## src/rtl/tone_period_meter.sv

```systemverilog
// Measures period and high time of an asynchronous square-wave tone in CLK100MHZ cycles,
// with a glitch filter, period-to-period lock detection and loss-of-signal timeout.
module tone_period_meter #(
  parameter int SYNC_STAGES    = 2,
  parameter int MIN_PULSE      = 16,
  parameter int CNT_W          = 24,
  parameter int TIMEOUT_CYCLES = 10_000_000,
  parameter int TOL            = 4
) (
  input  logic             CLK100MHZ,
  input  logic             ck_rst,
  input  logic             tone_in,
  output logic [CNT_W-1:0] period,
  output logic [CNT_W-1:0] high_time,
  output logic             period_valid,
  output logic             locked,
  output logic             no_signal
);

  localparam int STAB_W = $clog2(MIN_PULSE + 1);
  localparam logic [STAB_W-1:0] STAB_LAST    = STAB_W'(MIN_PULSE - 1);
  localparam logic [CNT_W-1:0]  TIMEOUT_LAST = CNT_W'(TIMEOUT_CYCLES - 1);
  localparam logic [CNT_W:0]    TOL_W        = (CNT_W + 1)'(TOL);
  localparam logic [CNT_W-1:0]  CNT_ONE      = CNT_W'(1);

  generate
    if (longint'(TIMEOUT_CYCLES) >= (longint'(1) << CNT_W)) begin : g_bad_timeout
      $error("TIMEOUT_CYCLES must be below 2**CNT_W");
    end
    if (SYNC_STAGES < 2) begin : g_bad_sync
      $error("SYNC_STAGES must be at least 2");
    end
    if (MIN_PULSE < 1) begin : g_bad_pulse
      $error("MIN_PULSE must be at least 1");
    end
  endgenerate

  typedef enum logic {
    S_IDLE    = 1'b0,
    S_MEASURE = 1'b1
  } state_e;

  state_e                 state_q, state_d;
  logic [SYNC_STAGES-1:0] sync_q, sync_d;
  logic                   filt_q, filt_d;
  logic                   filt_prev_q, filt_prev_d;
  logic [STAB_W-1:0]      stab_q, stab_d;
  logic [CNT_W-1:0]       period_cnt_q, period_cnt_d;
  logic [CNT_W-1:0]       high_cnt_q, high_cnt_d;
  logic [CNT_W-1:0]       prev_period_q, prev_period_d;
  logic                   prev_valid_q, prev_valid_d;
  logic [CNT_W-1:0]       period_q, period_d;
  logic [CNT_W-1:0]       high_time_q, high_time_d;
  logic                   period_valid_q, period_valid_d;
  logic                   locked_q, locked_d;
  logic                   no_signal_q, no_signal_d;

  logic                   synced;
  logic                   rise;
  logic [CNT_W-1:0]       period_plus;
  logic [CNT_W:0]         period_diff;

  assign synced = sync_q[SYNC_STAGES-1];
  assign rise   = filt_q & ~filt_prev_q;

  always_comb begin
    sync_d      = {sync_q[SYNC_STAGES-2:0], tone_in};
    filt_d      = filt_q;
    filt_prev_d = filt_q;
    stab_d      = '0;
    // The level only flips once the synced input has disagreed for MIN_PULSE straight cycles.
    if (synced != filt_q) begin
      if (stab_q == STAB_LAST) begin
        filt_d = synced;
        stab_d = '0;
      end else begin
        stab_d = stab_q + 1'b1;
      end
    end else begin
      stab_d = '0;
    end
  end

  always_comb begin
    period_plus = period_cnt_q + CNT_ONE;
    if ({1'b0, period_plus} >= {1'b0, prev_period_q}) begin
      period_diff = {1'b0, period_plus} - {1'b0, prev_period_q};
    end else begin
      period_diff = {1'b0, prev_period_q} - {1'b0, period_plus};
    end
  end

  always_comb begin
    state_d        = state_q;
    period_cnt_d   = period_cnt_q;
    high_cnt_d     = high_cnt_q;
    prev_period_d  = prev_period_q;
    prev_valid_d   = prev_valid_q;
    period_d       = period_q;
    high_time_d    = high_time_q;
    period_valid_d = 1'b0;
    locked_d       = locked_q;
    no_signal_d    = no_signal_q;
    case (state_q)
      S_IDLE: begin
        period_cnt_d = '0;
        high_cnt_d   = '0;
        if (rise) begin
          state_d    = S_MEASURE;
          high_cnt_d = CNT_ONE;
        end else begin
          state_d = S_IDLE;
        end
      end
      S_MEASURE: begin
        // A rise in the same cycle as the timeout wins and is reported.
        if (rise) begin
          period_d       = period_plus;
          high_time_d    = high_cnt_q;
          period_valid_d = 1'b1;
          no_signal_d    = 1'b0;
          locked_d       = prev_valid_q && (period_diff <= TOL_W);
          prev_period_d  = period_plus;
          prev_valid_d   = 1'b1;
          period_cnt_d   = '0;
          high_cnt_d     = CNT_ONE;
        end else if (period_cnt_q == TIMEOUT_LAST) begin
          state_d      = S_IDLE;
          no_signal_d  = 1'b1;
          locked_d     = 1'b0;
          period_d     = '0;
          high_time_d  = '0;
          prev_valid_d = 1'b0;
          period_cnt_d = '0;
          high_cnt_d   = '0;
        end else begin
          period_cnt_d = period_cnt_q + CNT_ONE;
          high_cnt_d   = high_cnt_q + {{(CNT_W-1){1'b0}}, filt_q};
        end
      end
      default: begin
        state_d = S_IDLE;
      end
    endcase
  end

  always_ff @(posedge CLK100MHZ) begin
    if (!ck_rst) begin
      state_q        <= S_IDLE;
      sync_q         <= '0;
      filt_q         <= 1'b0;
      filt_prev_q    <= 1'b0;
      stab_q         <= '0;
      period_cnt_q   <= '0;
      high_cnt_q     <= '0;
      prev_period_q  <= '0;
      prev_valid_q   <= 1'b0;
      period_q       <= '0;
      high_time_q    <= '0;
      period_valid_q <= 1'b0;
      locked_q       <= 1'b0;
      no_signal_q    <= 1'b1;
    end else begin
      state_q        <= state_d;
      sync_q         <= sync_d;
      filt_q         <= filt_d;
      filt_prev_q    <= filt_prev_d;
      stab_q         <= stab_d;
      period_cnt_q   <= period_cnt_d;
      high_cnt_q     <= high_cnt_d;
      prev_period_q  <= prev_period_d;
      prev_valid_q   <= prev_valid_d;
      period_q       <= period_d;
      high_time_q    <= high_time_d;
      period_valid_q <= period_valid_d;
      locked_q       <= locked_d;
      no_signal_q    <= no_signal_d;
    end
  end

  assign period       = period_q;
  assign high_time    = high_time_q;
  assign period_valid = period_valid_q;
  assign locked       = locked_q;
  assign no_signal    = no_signal_q;

endmodule

```

## config.mk

```make
export PLATFORM = sky130hd
export DESIGN_NAME = tone_period_meter
export DESIGN_NICKNAME = d
export VERILOG_FILES = /design/src/rtl/tone_period_meter.sv
export SDC_FILE = /design/constraint.sdc
export NUM_CORES = 1
export LEC_CHECK = 0
export BUFFER_PORTS_ARGS = -buffer_cell sky130_fd_sc_hd__buf_2
export CAP_MARGIN = 0
export CORE_MARGIN = 2
export CORE_UTILIZATION = 30
export CTS_CLUSTER_SIZE = 16
export DETAILED_ROUTE_END_ITERATION = 10
export GPL_TIMING_DRIVEN = 1
export PLACE_DENSITY = 0.48
export SETUP_SLACK_MARGIN = 0.3
export SYNTH_ARGS = -nofsm -noshare
export SYNTH_HDL_FRONTEND = slang
export SYNTH_SLANG_ARGS = --single-unit
```

## constraint.sdc

```tcl
create_clock -name CLK100MHZ -period 5.2 [get_ports CLK100MHZ]
set_input_delay 0.26 -clock CLK100MHZ [delete_from_list [all_inputs] [get_ports CLK100MHZ]]
set_output_delay 0.26 -clock CLK100MHZ [all_outputs]
set_load 0.05 [all_outputs]
```

==> summary.md <==
| Metric | Value |
|---|---|
| Type of destination of the critical path | register |
| Sequence of cells on the critical path | nand4_1 -> nor2_2 -> nand3_1 -> nor2_2 -> nand2_1 -> xor2_1 -> inv_1 -> ha_2 -> nand4_1 -> a2111oi_1 -> nor3b_1 -> buf_4 -> xnor2_1 -> nor4_1 -> a31oi_1 -> a21o_1 -> nor4_1 -> o2111ai_1 -> o21ai_1 |
| CP delay by family, top | simple AND/OR/NAND/NOR gates |
| Largest net degree at the start of global routing | 61 |
| Slew at the pin closest to its max-slew limit | 1042 ps |
| TritonCTS clock tree | done |
| Clock root buffer | sky130_fd_sc_hd__clkbuf_16 |
| Clk pin slew, worst setup/hold paths | 60 ps |
| Global routing met1 resource utilization | 22.52% |
| Sequential-to-total area share from yosys stat | 35.69% |
| M3 GR Usage | 3.039% |
| Required time at the endpoint of the critical path | 5550 ps |
| Fraction of layout cells with a size suffix above 1 | 13.80% |
| Count of input and output buffers | 53 |
| Status | finished, final reports clean |
| Count of flip-flops with a built-in enable after synthesis | 0 |
| Critical Path Start Type | register |
| # IOs | 54 |
| Maximum clock rate | 221.5 MHz |
| Rows | 57 |
| Maxcap violations | 0 |
| Number of distinct standard cells referenced by the synthesized netlist | 67 |
| Met2 Use GR | 25.15% |
| Largest stage delay on the critical path | 460 ps |
| Master of the slowest instance on the critical path | sky130_fd_sc_hd__ha_2 |
| IR drop worst, VDD | 282.0 µV |
| Hold WC Path Type | in -> reg |
| Diodes inserted | 0 |
| Core outline area | 24,460 µm² |
| Sum of buffers and inverters on the critical path | 2 |
| Post-detailed-route via-to-cell ratio | 4.918 |
| Total detailed-routing wirelength | 20,620 µm |
| Final setup TNS | 0 ps |
| Avg Cell Area, Syn | 8.232 µm² |
| Wire length per cell | 15.84 µm |
| Vias after detailed routing | 6,403 |
| Number of antenna-violating nets in the routed design | 0 |
| Lkg Pwr | 3.693 nW |
| Max-slew headroom | 30.53% |
| Number of DRC markers after the initial detailed-route iteration | 347 |
| Most used flip-flop cell after synthesis | sky130_fd_sc_hd__dfxtp_1 |
| Die area | 26,330 µm² |
| Commonest cells after routing, fill and taps aside | 133 x sky130_fd_sc_hd__dfxtp_1, 104 x sky130_fd_sc_hd__nor2_1, 82 x sky130_fd_sc_hd__a21oi_1 |
| Total standard cell area after synthesis | 7516 µm² |
| Most common cell after layout, fill and taps aside | sky130_fd_sc_hd__dfxtp_1 |
| Fraction of post-synthesis cell area in the top cell type by area | 35.69% |
| Unrepaired setup endpoints after global routing | false |
| Power density cells | 258.2 nW/µm² |
| Number of flip-flops and latches in the synthesized netlist | 134 |
| FFs w/ async S/R, synth | 0% |
| Category of the critical setup timing path | reg -> reg |
| Bufs on Longest Clock Path | 2 |
| Number of cells in the finished layout apart from fillers | 1,302 |
| Leading post-synthesis cells by cell area | sky130_fd_sc_hd__dfxtp_1 36%, sky130_fd_sc_hd__ha_1 8.8%, sky130_fd_sc_hd__a21oi_1 5.6%, sky130_fd_sc_hd__nor2_1 5.4%, sky130_fd_sc_hd__nor2b_1 4.3% |
| Nets | 1,021 |
| # H-tree levels | 4 |
| Post-synth top area cell | sky130_fd_sc_hd__dfxtp_1 |
| Die span in y | 162.3 µm |
| Clock sink count | 134 |
| Worst endpoint data arrival time | 4870 ps |
| Number of placed instances, taps included | 1,270 |
| Gr usage total | 16.15% |
| Post-synthesis to final-layout area growth | 17.93% |
| Pre-antenna DRT Iters | 4 |
| Period utilisation layout | 86.82% |
| Setup Viol. Count Final | 0 |
| Global placement routability congestion | 0.8970 |
| Clock latency reported for the late side of the worst-skew pair | 420 ps |
| Final routed DRC violation total | 0 |
| CTS buffer count | 17 |
| Gr busiest metal | met2 |
| Horizontal extent of the die | 162.3 µm |
| First-pass GRT wire length | 33,800 µm |
| Number of warnings issued by yosys | 0 |
| Number of global-route vias before repair | 6,222 |
| Cell count after synthesis | 913 |
| Initial antenna violation count | 0 |
| Initial core utilization | 30.72% |
| Estimated wirelength of the detail-placed design | 15,870 µm |
| Gr ovfl total | 0 |
| Total nets after synthesis | 969 |
| Final Hold Fails | 0 |
| Max-slew violation total from the final report | 0 |
| Final worst path period need | 4515 ps |
| Final Skew | 13.42 ps |
| Max Fanout on Critical Path | 9 |
power breakdown:
group,internal (mW),switching [mW],leakage [nW]
Clock,0.781,0.459,0.286
Sequential,1.03,0.000415,1.08
Combinational,0.00801,0.0120,2.33
Total,1.82,0.472,3.69
worst reg2reg max path, cell delays in order (launching register included):
cell and delay [ps]:
sky130_fd_sc_hd__dfxtp_1 410, sky130_fd_sc_hd__nand4_1 190, sky130_fd_sc_hd__nor2_2 200, sky130_fd_sc_hd__nand3_1 110, sky130_fd_sc_hd__nor2_2 230, sky130_fd_sc_hd__nand2_1 90, sky130_fd_sc_hd__xor2_1 280, sky130_fd_sc_hd__inv_1 90
sky130_fd_sc_hd__ha_2 460, sky130_fd_sc_hd__nand4_1 340, sky130_fd_sc_hd__a2111oi_1 450, sky130_fd_sc_hd__nor3b_1 120, sky130_fd_sc_hd__buf_4 170, sky130_fd_sc_hd__xnor2_1 120, sky130_fd_sc_hd__nor4_1 320, sky130_fd_sc_hd__a31oi_1 140
sky130_fd_sc_hd__a21o_1 180, sky130_fd_sc_hd__nor4_1 270, sky130_fd_sc_hd__o2111ai_1 170, sky130_fd_sc_hd__o21ai_1 130
per-layer routing:
metal	share of wire (%)	routed length (µm)
met4	1.9	386
met5	0	0
met1	50	10280
met3	3.4	700
met2	45	9255
final timing paths:
kind	from	to	slack, ps	cells after the start
worst max-delay path	period_cnt_q[3]	locked	690	19
worst max register to register	period_cnt_q[3]	locked	690	19
worst min register to register	sync_q[0]	sync_q[1]	430	1
worst min-delay path	tone_in	sync_q[0]	50	2
state kept, by name, summed over array words and instances (netlist names):
signal and flops:
filt_prev_d 1, filt_prev_q 1, high_cnt_q 24, high_time 24, locked 1, no_signal 1
period 24, period_cnt_q 24, period_valid 1, prev_period_q 24, prev_valid_q 1, stab_q 5
state_q 1, sync_q 2
synthesized netlist by cell type, types with 5 or more instances:
cell type and count:
sky130_fd_sc_hd__o21bai_1 7, sky130_fd_sc_hd__nand3_1 30, sky130_fd_sc_hd__a31oi_1 15, sky130_fd_sc_hd__buf_2 7, sky130_fd_sc_hd__mux2i_1 8, sky130_fd_sc_hd__xor2_1 36, sky130_fd_sc_hd__o21a_1 8, sky130_fd_sc_hd__nor2_1 108
sky130_fd_sc_hd__a22o_1 24, sky130_fd_sc_hd__o211ai_1 6, sky130_fd_sc_hd__inv_1 62, sky130_fd_sc_hd__xnor2_1 33, sky130_fd_sc_hd__and2_1 6, sky130_fd_sc_hd__a21oi_1 84, sky130_fd_sc_hd__ha_1 53, sky130_fd_sc_hd__a221oi_1 6
sky130_fd_sc_hd__or3_1 5, sky130_fd_sc_hd__nand4_1 13, sky130_fd_sc_hd__clkbuf_1 35, sky130_fd_sc_hd__dfxtp_1 134, sky130_fd_sc_hd__nand2_1 56, sky130_fd_sc_hd__nor2b_1 52, sky130_fd_sc_hd__a21o_1 12, sky130_fd_sc_hd__o21ai_0 21
sky130_fd_sc_hd__and3_1 12, sky130_fd_sc_hd__o21ai_1 9, sky130_fd_sc_hd__nor4_1 6
what timing repair did:
item / CTS / global route
setup endpoints to repair: 1 / 1
setup buffers: 0 / 0
hold buffers: 0 / 0
cloned: 0 / 0
resized for setup: 1 / 18
kinds of logic (layout without fill, tap and decap cells):
family / after synthesis / after routing / synth area share [%]
muxes: 8 / 8 / 1.065
buffers and inverters: 106 / 171 / 5.510
adders and majority gates: 53 / 53 / 8.823
and+or+nand+nor: 315 / 315 / 20.68
AOI/OAI and AO/OA: 228 / 228 / 20.19
xor gates and xnor gates: 69 / 69 / 8.041
DFF: 134 / 134 / 35.69
cell type report:
class | instances | area [µm²]
inverters | 62 | 232.7
well taps | 324 | 405.4
repair buffers | 77 | 445.4
fillers | 2544 | 15600
flip-flops and latches | 134 | 2684
clock buffers | 21 | 460.4
multi-input cells | 673 | 4488
clock inverters | 11 | 147.6
per-stage QoR:
stage	worst slack [ps]	util (%)	hold slack (ps)	total power, mW	area (µm²)
after floorplan	921.4	-	387.3	1.064	7516
after global placement	375.4	33.48	412.9	1.071	8190
after detailed placement	242.0	33.48	421.5	1.071	8190
after CTS	351.4	36.00	24.36	2.329	8806
after global routing	354.8	36.23	48.98	2.371	8864
final	685.1	36.23	49.07	2.288	8864
(Power assumes the default switching activity.)
